`src/rtl/sa_result_drain.sv`:
```
// sa_result_drain: snapshots 64 systolic-array results and streams them out over valid/ready.
// Optional build macro SA_DRAIN_SAT8_EN: OUT_DATA = min(value >> SHIFT, 255), zero-extended.
module sa_result_drain #(
  parameter int SHIFT = 8
) (
  input  logic          CLK,
  input  logic          RST,
  input  logic          START,
  input  logic [1215:0] Y_FLAT,
  output logic          OUT_VALID,
  input  logic          OUT_READY,
  output logic [18:0]   OUT_DATA,
  output logic [2:0]    OUT_ROW,
  output logic [2:0]    OUT_COL,
  output logic          OUT_LAST,
  output logic          BUSY,
  output logic          DONE
);

  typedef enum logic {
    IDLE   = 1'b0,
    STREAM = 1'b1
  } state_e;

  state_e      state_q;
  logic [5:0]  k_q;
  logic [5:0]  k_d;
  logic [18:0] mem_q [64];
  logic [18:0] data_q;
  logic [2:0]  row_q;
  logic [2:0]  col_q;
  logic        valid_q;
  logic        last_q;
  logic        busy_q;
  logic        done_q;

  // Output formatting: raw value, or shifted and clamped to 8 bits.
  function automatic logic [18:0] fmt(input logic [18:0] v);
`ifdef SA_DRAIN_SAT8_EN
    logic [18:0] s;
    s = v >> SHIFT;
    fmt = (s > 19'd255) ? 19'd255 : s;
`else
    fmt = v;
`endif
  endfunction

`ifndef SA_DRAIN_SAT8_EN
  logic unused_shift;
  assign unused_shift = ^SHIFT;
`endif

  // Index of the beat that follows the one currently presented.
  always_comb begin
    k_d = k_q + 6'd1;
  end

  // Snapshot buffer, loaded only on an accepted capture request.
  always_ff @(posedge CLK) begin
    if (state_q == IDLE && START) begin
      for (int i = 0; i < 64; i++) begin
        mem_q[i] <= Y_FLAT[19*i +: 19];
      end
    end
  end

  // Drain FSM with registered beat outputs.
  always_ff @(posedge CLK or negedge RST) begin
    if (!RST) begin
      state_q <= IDLE;
      k_q     <= '0;
      valid_q <= 1'b0;
      data_q  <= '0;
      row_q   <= '0;
      col_q   <= '0;
      last_q  <= 1'b0;
      busy_q  <= 1'b0;
      done_q  <= 1'b0;
    end else begin
      unique case (state_q)
        IDLE: begin
          done_q <= 1'b0;
          if (START) begin
            state_q <= STREAM;
            k_q     <= '0;
            valid_q <= 1'b1;
            busy_q  <= 1'b1;
            data_q  <= fmt(Y_FLAT[18:0]);
            row_q   <= '0;
            col_q   <= '0;
            last_q  <= 1'b0;
          end
        end
        STREAM: begin
          if (OUT_READY) begin
            if (k_q == 6'd63) begin
              state_q <= IDLE;
              k_q     <= '0;
              valid_q <= 1'b0;
              busy_q  <= 1'b0;
              done_q  <= 1'b1;
              data_q  <= '0;
              row_q   <= '0;
              col_q   <= '0;
              last_q  <= 1'b0;
            end else begin
              k_q    <= k_d;
              data_q <= fmt(mem_q[k_d]);
              row_q  <= k_d[5:3];
              col_q  <= k_d[2:0];
              last_q <= (k_d == 6'd63);
            end
          end
        end
        default: begin
          state_q <= IDLE;
        end
      endcase
    end
  end

  assign OUT_VALID = valid_q;
  assign OUT_DATA  = data_q;
  assign OUT_ROW   = row_q;
  assign OUT_COL   = col_q;
  assign OUT_LAST  = last_q;
  assign BUSY      = busy_q;
  assign DONE      = done_q;

endmodule

```
`config.mk`:
```
export PLATFORM = sky130hd
export DESIGN_NAME = sa_result_drain
export DESIGN_NICKNAME = d
export VERILOG_FILES = /design/src/rtl/sa_result_drain.sv
export SDC_FILE = /design/constraint.sdc
export NUM_CORES = 1
export LEC_CHECK = 0
export BUFFER_PORTS_ARGS = -buffer_cell sky130_fd_sc_hd__buf_2
export CAP_MARGIN = 20
export CORE_AREA = 2 2 486 488
export DETAILED_ROUTE_END_ITERATION = 8
export DIE_AREA = 0 0 488 490
export GPL_ROUTABILITY_DRIVEN = 0
export PLACE_DENSITY = 0.49
export SYNTH_ARGS = -nofsm -noshare
export SYNTH_HDL_FRONTEND = slang
export SYNTH_SLANG_ARGS = --single-unit
```
`constraint.sdc`:
```
create_clock -name CLK -period 31.9 [get_ports CLK]
set_clock_uncertainty 0.05 [all_clocks]
set_input_delay 1.595 -clock CLK [delete_from_list [all_inputs] [get_ports CLK]]
set_output_delay 1.595 -clock CLK [all_outputs]
set_load 0.01 [all_outputs]
```
Yosys cells after proc, flatten, opt, wreduce, memory -nomap -nowiden

Memory sizes are Yosys's and may differ from the RTL's.
Index checks and enable logic that the tools add are counted.
Widths: inputs -> output; s select.

Register bits: 35
RAM bits: 1216
Bits of input ports: 1220
Output and inout bits: 29
Logic and storage cells: 52
Memories: 1

Memories:

| name  | words | width | read ports | clocked after Yosys merged registers in | wr ports | line | text |
|---|---|---|---|---|---|---|---|
| mem_q | 64    | 19    | 1          | 0                                       | 64       | 28   | `logic [18:0] mem_q [64];` |

Add/sub/neg operators: 1
Equal/unequal tests: 5
Muxes and demuxes: 32
Bitwise logic cells: 1
Reductions and logical operators: 4

Operator list:

| operator            | count |
|---|---|
| $mux 19             | 3 |
| $pmux 19 s2         | 1 |
| $mux 6              | 3 |
| $mux 3              | 5 |
| $mux 1              | 13 |
| $eq 6x6->1 const B  | 2 |
| $pmux 3 s2          | 2 |
| $pmux 6 s2          | 1 |
| $pmux 1 s2          | 4 |
| $add 6x1->6 const B | 1 |
| $ne 2x2->1 const B  | 2 |
| $reduce_and 2->1    | 2 |
| $reduce_and 3->1    | 1 |
| $ne 2x1->1 const B  | 1 |
| $logic_and 1x1->1   | 1 |
| $not 1->1           | 1 |

Longest topological paths before layout

Depth after elaboration: 5
Mapped depth: 14
Gate-level depth less buffers: 8

Worst setup path after synthesis

No wires, ideal clock.

Kind: input -> register
Start: in START
End: reg k_q[2]
Arrival: 29666 ps
Data required time: 31702 ps
Setup slack: 2036 ps
Stages: 5
Buffers on the path: 1
Path through: nand2b_1 > clkbuf_1 > inv_1 > nor2_1 > a22o_1

Longest elaborated chain between the ends: 2

Ends and longest elaborated chain:

| what                              | line | text |
|---|---|---|
| start: declaration                | 8    | `input logic START,` |
| $ne 2x2->1 (no source line)       | n/a  |  |
| $reduce_and 2->1 (no source line) | n/a  |  |
| end signal: assignment            | 107  | `k_q <= k_d;` |
| end: declaration                  | 26   | `logic [5:0] k_q;` |

No other way between the ends.
A chain may end at the register's enable or synchronous reset.

Worst setup path after layout

Start: reg k_q[0]
End: reg data_q[13], in the netlist OUT_DATA[13]

Longest elaborated chain between the ends: 5
Elaborated cells on any way between the ends: 6

Ends and longest elaborated chain:

| what                   | line | text |
|---|---|---|
| $add 6x1->6            | 55   | `k_d = k_q + 6'd1;` |
| $mem_v2 64x19          | n/a  |  |
| $mux 19 (*)            | 96   | `if (k_q == 6'd63) begin` |
| $mux 19 (*)            | 95   | `if (OUT_READY) begin` |
| $pmux 19 s2 (*)        | 80   | `unique case (state_q)` |
| end signal: assignment | 88   | `data_q <= fmt(Y_FLAT[18:0]);` |
| end signal: assignment | 108  | `data_q <= fmt(mem_q[k_d]);` |
| end: declaration       | 29   | `logic [18:0] data_q;` |

Mark *: on every way between the ends. The rest lies on a longest branch, timed or not. The select of a mux whose other input is x is not followed.

==> impl_metrics.env <==
export IMPL_critical_path_required_ns=32.46
export IMPL_rsz0062_at_grt="no"
export IMPL_final_antenna_net_count=0
export IMPL_p_total_mw=4.80
export IMPL_setup_viol=0
export IMPL_syn_inst=2188
export IMPL_cts_resized_gates=0
export IMPL_wl_per_cell_um=30.8
export IMPL_postCtsSetupRepairBufs=0
export IMPL_grt_antenna_before_repair=165
export IMPL_finalNetCount=4742
export IMPL_cts_buffer_depth=3
export IMPL_area_delta_synth_final_pct=31.7
export IMPL_crit_path_max_fanout=54
export IMPL_dr_pass1_iters=6
export IMPL_die_y_um=490
export IMPL_ys_ff_latch=1245
export IMPL_worst_pin_slew_ns=1.23
export IMPL_initial_utilization_pct=20.5
export IMPL_dr_wl_met3_um=20100
export IMPL_fmax_mhz=173
export IMPL_num_rows=178
export IMPL_ir_worst_vdd_v=0.0000402
export IMPL_relSlewSlack_pct=18.0
export IMPL_fp_dieArea_um2=239000
export IMPL_first_global_vias=30000
export IMPL_yosys_area_top_type="edfxtp_1"
export IMPL_worstSkewPairLatency_ns=0.79
export IMPL_dp_hpwl_um=163000
export IMPL_period_share_pct=18.1
export IMPL_powerDensity_nw_per_um2=76.1
export IMPL_io_pins=1249
export IMPL_grt_first_pass_wirelength_um=272000
export IMPL_maxCapViolations=0
export IMPL_cts_buffers=149
export IMPL_core_um2=234000
export IMPL_synth_distinct_cells=43
export IMPL_vias=28400
export IMPL_period_needed_ns=5.77
export IMPL_worstPathArrival_ns=6.33
export IMPL_cts_tree="built"
export IMPL_netlist_area_um2=47900
export IMPL_cts_hold_buf=0
export IMPL_status="finished, final reports clean"
export IMPL_yosys_warnings=0
export IMPL_min_path_type="reg -> reg"
export IMPL_die_w_um=488
export IMPL_synth_edf_count=1216
export IMPL_route_top_layer_used="met5"
export IMPL_grt_max_degree=171
export IMPL_crit_path_start_kind="flop"
export IMPL_async_reset_ff_share_pct=2.33
export IMPL_remaining_drc_errors=0
export IMPL_yosys_top_cells_area="edfxtp_1, mux4_2, dfrtp_1"
export IMPL_drive_gt1_share_pct=51.1
export IMPL_synth_top_cell_area_share_pct=76.3
export IMPL_grt_ovfl_total=0
export IMPL_numPortBuffers=1248
export IMPL_tns_ns=0
export IMPL_dr_first_iter_drc_count=2509
export IMPL_dr_wl_met2_um=106000
export IMPL_clkTransAtPathRegs_ns=0.06
export IMPL_synth_avg_cell_area_um2=21.9
export IMPL_met1_length_um=78900
export IMPL_cts_sinks=1245
export IMPL_drt_total_wl_um=211000
export IMPL_crit_type="reg -> reg"
export IMPL_synth_fp_nets=3410
export IMPL_endpoint_kind="flop"
export IMPL_slew_viol_final=0
export IMPL_ys_seq_area_share_pct=77.8
export IMPL_root_buffer="clkbuf_16"
export IMPL_grt_total_usage_pct=17.1
export IMPL_finalHoldViolations=0
export IMPL_leakage_nw=22.1
export IMPL_viasPerCell=4.16
export IMPL_ys_flop_type="edfxtp_1"
export IMPL_htree_levels=4
## flip-flops by register name (all words and copies together), names as in the netlist
signal and count:
BUSY 1, DONE 1, OUT_LAST 1, mem_q 1216
state_q 1, k_q 6, OUT_DATA 19
## layout make-up
cell class,instances,area [µm²]
Clock buffer,176,3920
Multi-Input combinational cell,816,10000
Inverter,5,26.3
Fill cell,23700,171000
Timing Repair Buffer,1303,6760
Tap cell,3150,3940
Antenna cell,55,138
Clock inverter,93,985
Sequential cell,1245,37200
## through the flow
step	cells	area (µm²)	hold slack, ns	util, %	worst slack (ns)
6_report	6843	63100	0.429	26.9	26.13
5_1_grt	6795	62900	0.442	26.9	25.76
4_1_cts	6785	62900	0.430	26.9	25.83
3_5_place_dp	6516	58000	0.417	24.8	25.61
3_3_place_gp	6515	57900	0.422	24.8	25.71
2_1_floorplan	2188	47900	0.466	-	2.04
## worst max-delay path, stage by stage, from the launching register on
cell and delay, ns:
dfrtp_4 0.90, inv_1 0.25, ha_4 0.77, buf_4 0.70
buf_4 0.77, mux4_2 0.49, mux4_2 0.50, o21ai_0 0.84
o21ai_0 0.21
## layer usage
metal	global-route usage [%]	vias to the layer above
met4	3.81	104
met2	29.9	1463
li1	-	11900
met3	5.74	399
met1	20.1	14500
met5	0	-
## cells in the mapped netlist, types with 2 or more instances
cell type	instances
mux2i_1	34
buf_4	25
a32oi_1	9
buf_6	4
nand3_1	55
xor2_1	3
clkbuf_1	28
a21oi_1	3
inv_1	5
ha_1	2
and2_1	3
o221ai_1	2
dfrtp_1	29
nor2_1	67
nand2_1	178
a31oi_1	13
and3_1	2
a311o_1	2
mux4_2	323
buf_2	46
a22o_1	2
a311oi_1	23
o2111ai_1	2
edfxtp_1	1216
buf_1	19
nor3_1	3
o211ai_1	15
a211o_1	9
o21ai_0	42
nand4_1	9
xnor2_1	3
## report_power, final
group / switching, mW / internal (mW) / total, mW
Clock: 0.724 / 1.01 / 1.74
Combinational: 0.776 / 0.443 / 1.22
Sequential: 0.0261 / 1.81 / 1.84
Total: 1.53 / 3.27 / 4.80
## layout by cell type (no fill, tap or decap), drive strengths merged, types with 2 or more instances in the layout
cell type,n
bufinv,16
mux4,323
ha,2
a311oi,23
a311o,2
and3,2
o221ai,2
nand3,55
xor2,5
nor2,67
a211o,9
a21oi,3
diode,55
o2111ai,2
inv,21
mux2i,34
nand2,178
clkbuf,177
dfrtp,29
a31oi,13
o211ai,15
buf,1302
and2,3
edfxtp,1216
clkinvlp,3
xnor2,5
o21ai,42
a22o,2
a32oi,9
clkinv,58
nand4,9
nor3,3
## final timing paths
path                             start            to  slack [ns]  depth (start not counted)
worst max-delay path            k_q[0]  OUT_DATA[13]       26.13                          8
worst min-delay path              DONE          DONE        0.43                          1
worst max register to register  k_q[0]  OUT_DATA[13]       26.13                          8
worst min register to register    DONE          DONE        0.43                          1
max in group asynchronous          RST        k_q[0]       30.46                          2
min in group asynchronous          RST   OUT_DATA[4]        0.83                          2
## cells by family after synthesis
| group | Yosys count | share of synthesized area (%) |
|---|---|---|
| xor+xnor | 10 | 0.293 |
| flops | 1245 | 77.8 |
| fa+ha+maj | 2 | 0.0522 |
| buf+inv | 127 | 1.37 |
| mux | 357 | 15.9 |
| simple gates | 321 | 2.77 |
| compound gates | 126 | 1.84 |
No activity file was read; power rests on OpenSTA's default activity.
